$ cat src/rtl/mips_ctrl_pkg.sv
// Shared constants for the multicycle MIPS control unit: opcodes, state
// encoding, datapath select codes and the packed control-word layout.
package mips_ctrl_pkg;

    localparam logic [5:0] OP_R    = 6'd0;
    localparam logic [5:0] OP_J    = 6'd2;
    localparam logic [5:0] OP_BEQ  = 6'd4;
    localparam logic [5:0] OP_ADDI = 6'd8;
    localparam logic [5:0] OP_LW   = 6'd35;
    localparam logic [5:0] OP_SW   = 6'd43;

    localparam logic [3:0] S_FETCH  = 4'd0;
    localparam logic [3:0] S_DECODE = 4'd1;
    localparam logic [3:0] S_MEMADR = 4'd2;
    localparam logic [3:0] S_MEMRD  = 4'd3;
    localparam logic [3:0] S_MEMWB  = 4'd4;
    localparam logic [3:0] S_MEMWR  = 4'd5;
    localparam logic [3:0] S_EXEC   = 4'd6;
    localparam logic [3:0] S_RWB    = 4'd7;
    localparam logic [3:0] S_BRANCH = 4'd8;
    localparam logic [3:0] S_JUMP   = 4'd9;
    localparam logic [3:0] S_ADDIEX = 4'd10;
    localparam logic [3:0] S_ADDIWB = 4'd11;
    localparam logic [3:0] S_ERROR  = 4'd12;

    localparam logic [1:0] ALUOP_ADD   = 2'b00;
    localparam logic [1:0] ALUOP_SUB   = 2'b01;
    localparam logic [1:0] ALUOP_FUNCT = 2'b10;

    localparam logic [1:0] SRCB_REG     = 2'b00;
    localparam logic [1:0] SRCB_FOUR    = 2'b01;
    localparam logic [1:0] SRCB_IMM     = 2'b10;
    localparam logic [1:0] SRCB_IMM_SH2 = 2'b11;

    localparam logic [1:0] PCSRC_ALU    = 2'b00;
    localparam logic [1:0] PCSRC_ALUOUT = 2'b01;
    localparam logic [1:0] PCSRC_JUMP   = 2'b10;

    typedef struct packed {
        logic       pc_write;
        logic       pc_write_cond;
        logic       iord;
        logic       mem_read;
        logic       mem_write;
        logic       ir_write;
        logic       mem_to_reg;
        logic       alu_src_a;
        logic       reg_write;
        logic       reg_dst;
        logic [1:0] pc_source;
        logic [1:0] alu_op;
        logic [1:0] alu_src_b;
        logic       error;
    } ctrl_t;

    // States that wait on the memory handshake and are guarded by the timer.
    function automatic logic is_wait_state(input logic [3:0] s);
        return (s == S_FETCH) || (s == S_MEMRD) || (s == S_MEMWR);
    endfunction

endpackage

$ cat src/rtl/mc_wait_timer.sv
// Memory wait counter: counts stalled cycles in a wait state and flags the
// cycle in which one more stall would reach MEM_TIMEOUT.
module mc_wait_timer #(
    parameter int MEM_TIMEOUT = 15
) (
    input  logic clk,
    input  logic rst_n,
    input  logic clear_i,
    input  logic count_en_i,
    output logic timeout_o
);

    localparam int CW = $clog2(MEM_TIMEOUT + 1);

    logic [CW-1:0] cnt_q, cnt_d;

    always_comb begin
        cnt_d = cnt_q;
        if (clear_i) begin
            cnt_d = '0;
        end else if (count_en_i) begin
            cnt_d = cnt_q + CW'(1);
        end
    end

    always_ff @(posedge clk or negedge rst_n) begin
        if (!rst_n) begin
            cnt_q <= '0;
        end else begin
            cnt_q <= cnt_d;
        end
    end

    // This stalled cycle is the MEM_TIMEOUT-th one; a ready in the same cycle disables it.
    assign timeout_o = count_en_i && (cnt_q == CW'(MEM_TIMEOUT - 1));

endmodule

$ cat src/rtl/multicycle_control.sv
// Multicycle MIPS control FSM: Moore control decode from the current state,
// with the fetch strobes gated by MemReady, and a sticky ERROR trap.
module multicycle_control #(
    parameter int MEM_TIMEOUT = 15
) (
    input  logic       CLK,
    input  logic       RESET,
    input  logic [5:0] opcode,
    input  logic       MemReady,
    input  logic       Zero,
    output logic       PCWrite,
    output logic       PCWriteCond,
    output logic       IorD,
    output logic       MemRead,
    output logic       MemWrite,
    output logic       IRWrite,
    output logic       MemtoReg,
    output logic       ALUSrcA,
    output logic       RegWrite,
    output logic       RegDst,
    output logic [1:0] PCSource,
    output logic [1:0] ALUOp,
    output logic [1:0] ALUSrcB,
    output logic [3:0] State,
    output logic       Error
);

    import mips_ctrl_pkg::*;

    logic [3:0] state_q, state_d;
    logic       wait_clear, wait_en, timeout;
    ctrl_t      ctrl;

    // The branch decision is made in the datapath; Zero is carried for interface compatibility.
    logic unused_zero;
    assign unused_zero = Zero;

    // NOTE: combinational blocks assign every output a default first so no latch is inferred.
    always_comb begin
        state_d = state_q;
        unique case (state_q)
            S_FETCH: begin
                if (MemReady)     state_d = S_DECODE;
                else if (timeout) state_d = S_ERROR;
            end
            S_DECODE: begin
                case (opcode)
                    OP_R:         state_d = S_EXEC;
                    OP_LW, OP_SW: state_d = S_MEMADR;
                    OP_BEQ:       state_d = S_BRANCH;
                    OP_J:         state_d = S_JUMP;
                    OP_ADDI:      state_d = S_ADDIEX;
                    default:      state_d = S_ERROR;
                endcase
            end
            S_MEMADR: begin
                if (opcode == OP_LW)      state_d = S_MEMRD;
                else if (opcode == OP_SW) state_d = S_MEMWR;
                else                      state_d = S_ERROR;
            end
            S_MEMRD: begin
                if (MemReady)     state_d = S_MEMWB;
                else if (timeout) state_d = S_ERROR;
            end
            S_MEMWR: begin
                if (MemReady)     state_d = S_FETCH;
                else if (timeout) state_d = S_ERROR;
            end
            S_MEMWB:  state_d = S_FETCH;
            S_EXEC:   state_d = S_RWB;
            S_RWB:    state_d = S_FETCH;
            S_BRANCH: state_d = S_FETCH;
            S_JUMP:   state_d = S_FETCH;
            S_ADDIEX: state_d = S_ADDIWB;
            S_ADDIWB: state_d = S_FETCH;
            default:  state_d = S_ERROR;
        endcase
    end

    // NOTE: sequential state uses non-blocking assignments so all flops update together.
    always_ff @(posedge CLK or negedge RESET) begin
        if (!RESET) begin
            state_q <= S_FETCH;
        end else begin
            state_q <= state_d;
        end
    end

    // Any state change clears the counter, so every wait state is entered with zero.
    assign wait_clear = (state_d != state_q);
    assign wait_en    = is_wait_state(state_q) && !MemReady;

    mc_wait_timer #(
        .MEM_TIMEOUT(MEM_TIMEOUT)
    ) u_wait_timer (
        .clk       (CLK),
        .rst_n     (RESET),
        .clear_i   (wait_clear),
        .count_en_i(wait_en),
        .timeout_o (timeout)
    );

    always_comb begin
        ctrl           = '0;
        ctrl.pc_source = PCSRC_ALU;
        ctrl.alu_op    = ALUOP_ADD;
        ctrl.alu_src_b = SRCB_REG;
        unique case (state_q)
            S_FETCH: begin
                ctrl.mem_read  = 1'b1;
                ctrl.alu_src_b = SRCB_FOUR;
                // Only commit the fetched word and PC+4 once memory delivers, never under reset.
                ctrl.ir_write  = MemReady && RESET;
                ctrl.pc_write  = MemReady && RESET;
            end
            S_DECODE: ctrl.alu_src_b = SRCB_IMM_SH2;
            S_MEMADR, S_ADDIEX: begin
                ctrl.alu_src_a = 1'b1;
                ctrl.alu_src_b = SRCB_IMM;
            end
            S_MEMRD: begin
                ctrl.mem_read = 1'b1;
                ctrl.iord     = 1'b1;
            end
            S_MEMWB: begin
                ctrl.mem_to_reg = 1'b1;
                ctrl.reg_write  = 1'b1;
            end
            S_MEMWR: begin
                ctrl.mem_write = 1'b1;
                ctrl.iord      = 1'b1;
            end
            S_EXEC: begin
                ctrl.alu_src_a = 1'b1;
                ctrl.alu_op    = ALUOP_FUNCT;
            end
            S_RWB: begin
                ctrl.reg_dst   = 1'b1;
                ctrl.reg_write = 1'b1;
            end
            S_BRANCH: begin
                ctrl.alu_src_a     = 1'b1;
                ctrl.alu_op        = ALUOP_SUB;
                ctrl.pc_write_cond = 1'b1;
                ctrl.pc_source     = PCSRC_ALUOUT;
            end
            S_JUMP: begin
                ctrl.pc_write  = 1'b1;
                ctrl.pc_source = PCSRC_JUMP;
            end
            S_ADDIWB: ctrl.reg_write = 1'b1;
            S_ERROR:  ctrl.error     = 1'b1;
            default:  ctrl.error     = 1'b1;
        endcase
    end

    assign PCWrite     = ctrl.pc_write;
    assign PCWriteCond = ctrl.pc_write_cond;
    assign IorD        = ctrl.iord;
    assign MemRead     = ctrl.mem_read;
    assign MemWrite    = ctrl.mem_write;
    assign IRWrite     = ctrl.ir_write;
    assign MemtoReg    = ctrl.mem_to_reg;
    assign ALUSrcA     = ctrl.alu_src_a;
    assign RegWrite    = ctrl.reg_write;
    assign RegDst      = ctrl.reg_dst;
    assign PCSource    = ctrl.pc_source;
    assign ALUOp       = ctrl.alu_op;
    assign ALUSrcB     = ctrl.alu_src_b;
    assign State       = state_q;
    assign Error       = ctrl.error;

endmodule

$ cat config.mk
export PLATFORM = sky130hd
export DESIGN_NAME = multicycle_control
export DESIGN_NICKNAME = d
export VERILOG_FILES = /design/src/rtl/mips_ctrl_pkg.sv /design/src/rtl/mc_wait_timer.sv /design/src/rtl/multicycle_control.sv
export SDC_FILE = /design/constraint.sdc
export NUM_CORES = 1
export LEC_CHECK = 0
export CAP_MARGIN = 20
export CORE_ASPECT_RATIO = 1.5
export CORE_MARGIN = 5
export CORE_UTILIZATION = 39
export CTS_BUF_LIST = sky130_fd_sc_hd__clkbuf_4 sky130_fd_sc_hd__clkbuf_8
export DETAILED_ROUTE_END_ITERATION = 7
export PLACE_DENSITY = 0.69
export SKIP_LAST_GASP = 1
export SLEW_MARGIN = 20
export SYNTH_ARGS = -nofsm -noshare
export SYNTH_HDL_FRONTEND = slang
export SYNTH_SLANG_ARGS = --single-unit
$ cat constraint.sdc
create_clock -name CLK -period 2.4 [get_ports CLK]
set_input_delay 0.48 -clock CLK [delete_from_list [all_inputs] [get_ports CLK]]
set_output_delay 0.48 -clock CLK [all_outputs]
set_load 0.01 [all_outputs]
==> impl_metrics.env <==
export IMPL_fin_skew_ns=0.000411
export IMPL_synth_cell_types=46
export IMPL_clock_latency_ns=0.22
export IMPL_period_needed_ns=2.32
export IMPL_wl_per_cell_um=14.9
export IMPL_pin_count=31
export IMPL_io_buffers=29
export IMPL_path_delay_family="buffers and inverters"
export IMPL_antenna_found_initial=0
export IMPL_status="finished clean"
export IMPL_start_util_pct=39.6
export IMPL_placement_rows=23
export IMPL_max_freq_mhz=431
export IMPL_fp_dieH_um=73.2
export IMPL_grt_overflow_total=0
export IMPL_avgSynthCellArea_sq_um=7.86
export IMPL_end_kind="output pin"
export IMPL_drt_initial_drc_count=39
export IMPL_max_stage_delay_ns=0.60
export IMPL_ant_nets=0
export IMPL_syn2layout_area_growth_pct=37.5
export IMPL_path_class="flip-flop to output pin"
export IMPL_cp_start_kind="flip-flop"
export IMPL_dpl_worst_slack_ns=-0.0722
export IMPL_grt_use_total_pct=15.9
export IMPL_relSlewSlack_pct=71.9
export IMPL_hp_class="primary input to asynchronous set/reset pin"
export IMPL_rsz0062_at_grt="yes"
export IMPL_cts_tree="yes"
export IMPL_p_leak_nw=0.545
export IMPL_n_antenna_cell=0
export IMPL_drc_errors=0
export IMPL_grt_pass1_wl_um=4690
export IMPL_globalplace_congestion=0.910
export IMPL_peakVddDrop_mv=0.684
export IMPL_synth_edf_count=0
export IMPL_design_core_area_sq_um=2620
export IMPL_finalHoldViolations=0
export IMPL_dpl_cell_area_sq_um=1370
export IMPL_vias=1127
export IMPL_grt_pass1_vias=1086
export IMPL_worst_slew_pin_slew_ns=0.420
export IMPL_path_clk_slew_ns=0.04
export IMPL_fin_ws_ns=0.0798
export IMPL_finalPower_mw=1.45
export IMPL_fin_area_sq_um=1430
export IMPL_cts_htree_levels=1
export IMPL_drtPass1Iterations=4
export IMPL_die_x_um=52.1
export IMPL_synth_nets=144
export IMPL_die_area_sq_um=3810
export IMPL_final_net_count=177
export IMPL_syn_inst=132
export IMPL_numClockSinks=8
export IMPL_ys_ff_latch=8
export IMPL_drv_cap=0
export IMPL_crit_required_ns=1.92
export IMPL_critPathMaxFanout=11
export IMPL_grt_start_max_net_pins=17
export IMPL_slowest_stage="clkdlybuf4s50_1"
export IMPL_setup_violations=0
export IMPL_worst_endpoint_arrival_ns=1.84
export IMPL_cts_buffer_depth=2
export IMPL_post_route_period_util_pct=96.7
export IMPL_dpl_hpwl_um=2370
export IMPL_post_cts_buffers=0
export IMPL_drive_gt1_share_pct=20.9
export IMPL_root_buffer="clkbuf_8"
export IMPL_finalWirelength_um=2980
export IMPL_yosys_warnings=0
export IMPL_drv_slew=0
export IMPL_worst_path_buf_inv=1
export IMPL_cts_buffers=3
export IMPL_routed_via_density=5.64
export IMPL_async_flop_share_pct=100
export IMPL_crit_chain="nor2b_1, o32ai_1, clkdlybuf4s50_1"
export IMPL_netlist_area_sq_um=1040
export IMPL_seq_area_frac_synth_pct=19.3
export IMPL_pwr_density_cell_nw_per_um2=1010
export IMPL_synth_top_flop_cell="dfrtp_1"
[final cells by class]
type	count	area, sq um
multi-input cells	106	736
repair buffers	41	384
flip-flops and latches	8	200
inverters	5	18.8
well taps	37	46.3
fillers	256	1190
clock buffers	3	41.3
[stage by stage]
| stage | hold WS, ns | setup TNS, ns | cells | util, % |
|---|---|---|---|---|
| 2_1_floorplan | 0.184 | 0 | 132 | - |
| 3_3_place_gp | 0.633 | -0.0334 | 197 | 52.3 |
| 3_5_place_dp | 0.645 | -0.0722 | 197 | 52.3 |
| 4_1_cts | 0.576 | 0 | 200 | 54.0 |
| 5_1_grt | 0.590 | -0.0220 | 200 | 54.5 |
| 6_report | 0.585 | 0 | 200 | 54.5 |
[metal layers]
| metal | up-vias | GRT usage, % | part of all wire [%] |
|---|---|---|---|
| li1 | 549 | - | - |
| met1 | 528 | 17.9 | 40 |
| met2 | 38 | 26.3 | 52 |
| met3 | 12 | 2.25 | 4.5 |
| met4 | 0 | 12.2 | 3.9 |
| met5 | - | 0 | 0 |
[cells in the mapped netlist (2+ instances only)]
cell type	n	share of area [%]
a21oi_1	4	1.9
a22oi_2	2	2.4
a2bb2oi_2	2	2.9
a31oi_1	3	1.8
and2_1	2	1.2
and3_1	3	1.8
buf_2	4	1.9
buf_4	3	2.2
buf_6	4	4.3
clkbuf_1	2	0.72
dfrtp_1	8	19
ha_1	2	2.4
inv_1	5	1.8
nand2_1	6	2.2
nand2b_1	3	1.8
nand3_1	4	1.9
nor2_1	15	5.4
nor2b_1	2	1.2
nor3_1	15	7.2
nor4b_1	2	1.7
nor4b_2	2	2.9
o21ai_0	8	3.9
o21ai_1	2	0.97
o22ai_1	2	1.2
or2_2	2	1.2
xnor2_1	5	4.2
[cell usage in the layout, fill, tap and decap left out, types with 2 or more instances in the layout]
master            n
nand2b_1          3
dlymetal6s2s_1    2
a31oi_1           3
xnor2_1           5
dfrtp_1           8
clkbuf_8          3
clkdlybuf4s50_1  26
o21ai_0           8
o22ai_1           2
nand2_1           6
nor3_2            3
nor4b_2           2
nor4b_1           2
a21oi_1           4
ha_1              2
or2_2             2
nor2_1           15
inv_1             5
and3_1            3
a2bb2oi_2         2
and2_1            2
a22oi_2           2
nor3_1           13
o21ai_1           2
buf_4            12
nand3_1           4
[kinds of logic after synthesis]
| group | share of synthesized area, % |
|---|---|
| AOI/OAI and AO/OA | 27.1 |
| muxes | 1.33 |
| adders and majority gates | 2.41 |
| DFF | 19.3 |
| buffers and inverters | 11.0 |
| xor gates and xnor gates | 4.22 |
| and+or+nand+nor | 34.6 |
[state kept, by name, indices dropped and copies added, names as in the netlist]
name / cells
State: 4
u_wait_timer.cnt_q: 4
[worst paths after layout]
kind | from | endpoint | slack (ns) | cells after the start
setup / recovery | State[0] | RegWrite | 0.08 | 3
hold / removal | RESET | State[3] | 0.59 | 2
setup reg to reg | State[0] | u_wait_timer.cnt_q[0] | 0.32 | 6
hold reg to reg | u_wait_timer.cnt_q[1] | u_wait_timer.cnt_q[1] | 0.64 | 2
max in group asynchronous | RESET | u_wait_timer.cnt_q[1] | 1.70 | 2
min in group CLK | u_wait_timer.cnt_q[1] | u_wait_timer.cnt_q[1] | 0.64 | 2
[timing repair]
action / in CTS / in global routing
setup endpoints to repair: 1 / 6
pin swaps: 1 / 0
hold buffers: 0 / 0
gates resized for setup: 2 / 4
[report_power, final]
part           internal [mW]  total, mW  switching [mW]  leakage (nW)
registers              0.165      0.233          0.0678         0.107
clock network          0.108      0.153          0.0454        0.0216
logic                  0.520       1.06           0.539         0.416
Note: power is estimated with default switching activity, not from simulation.
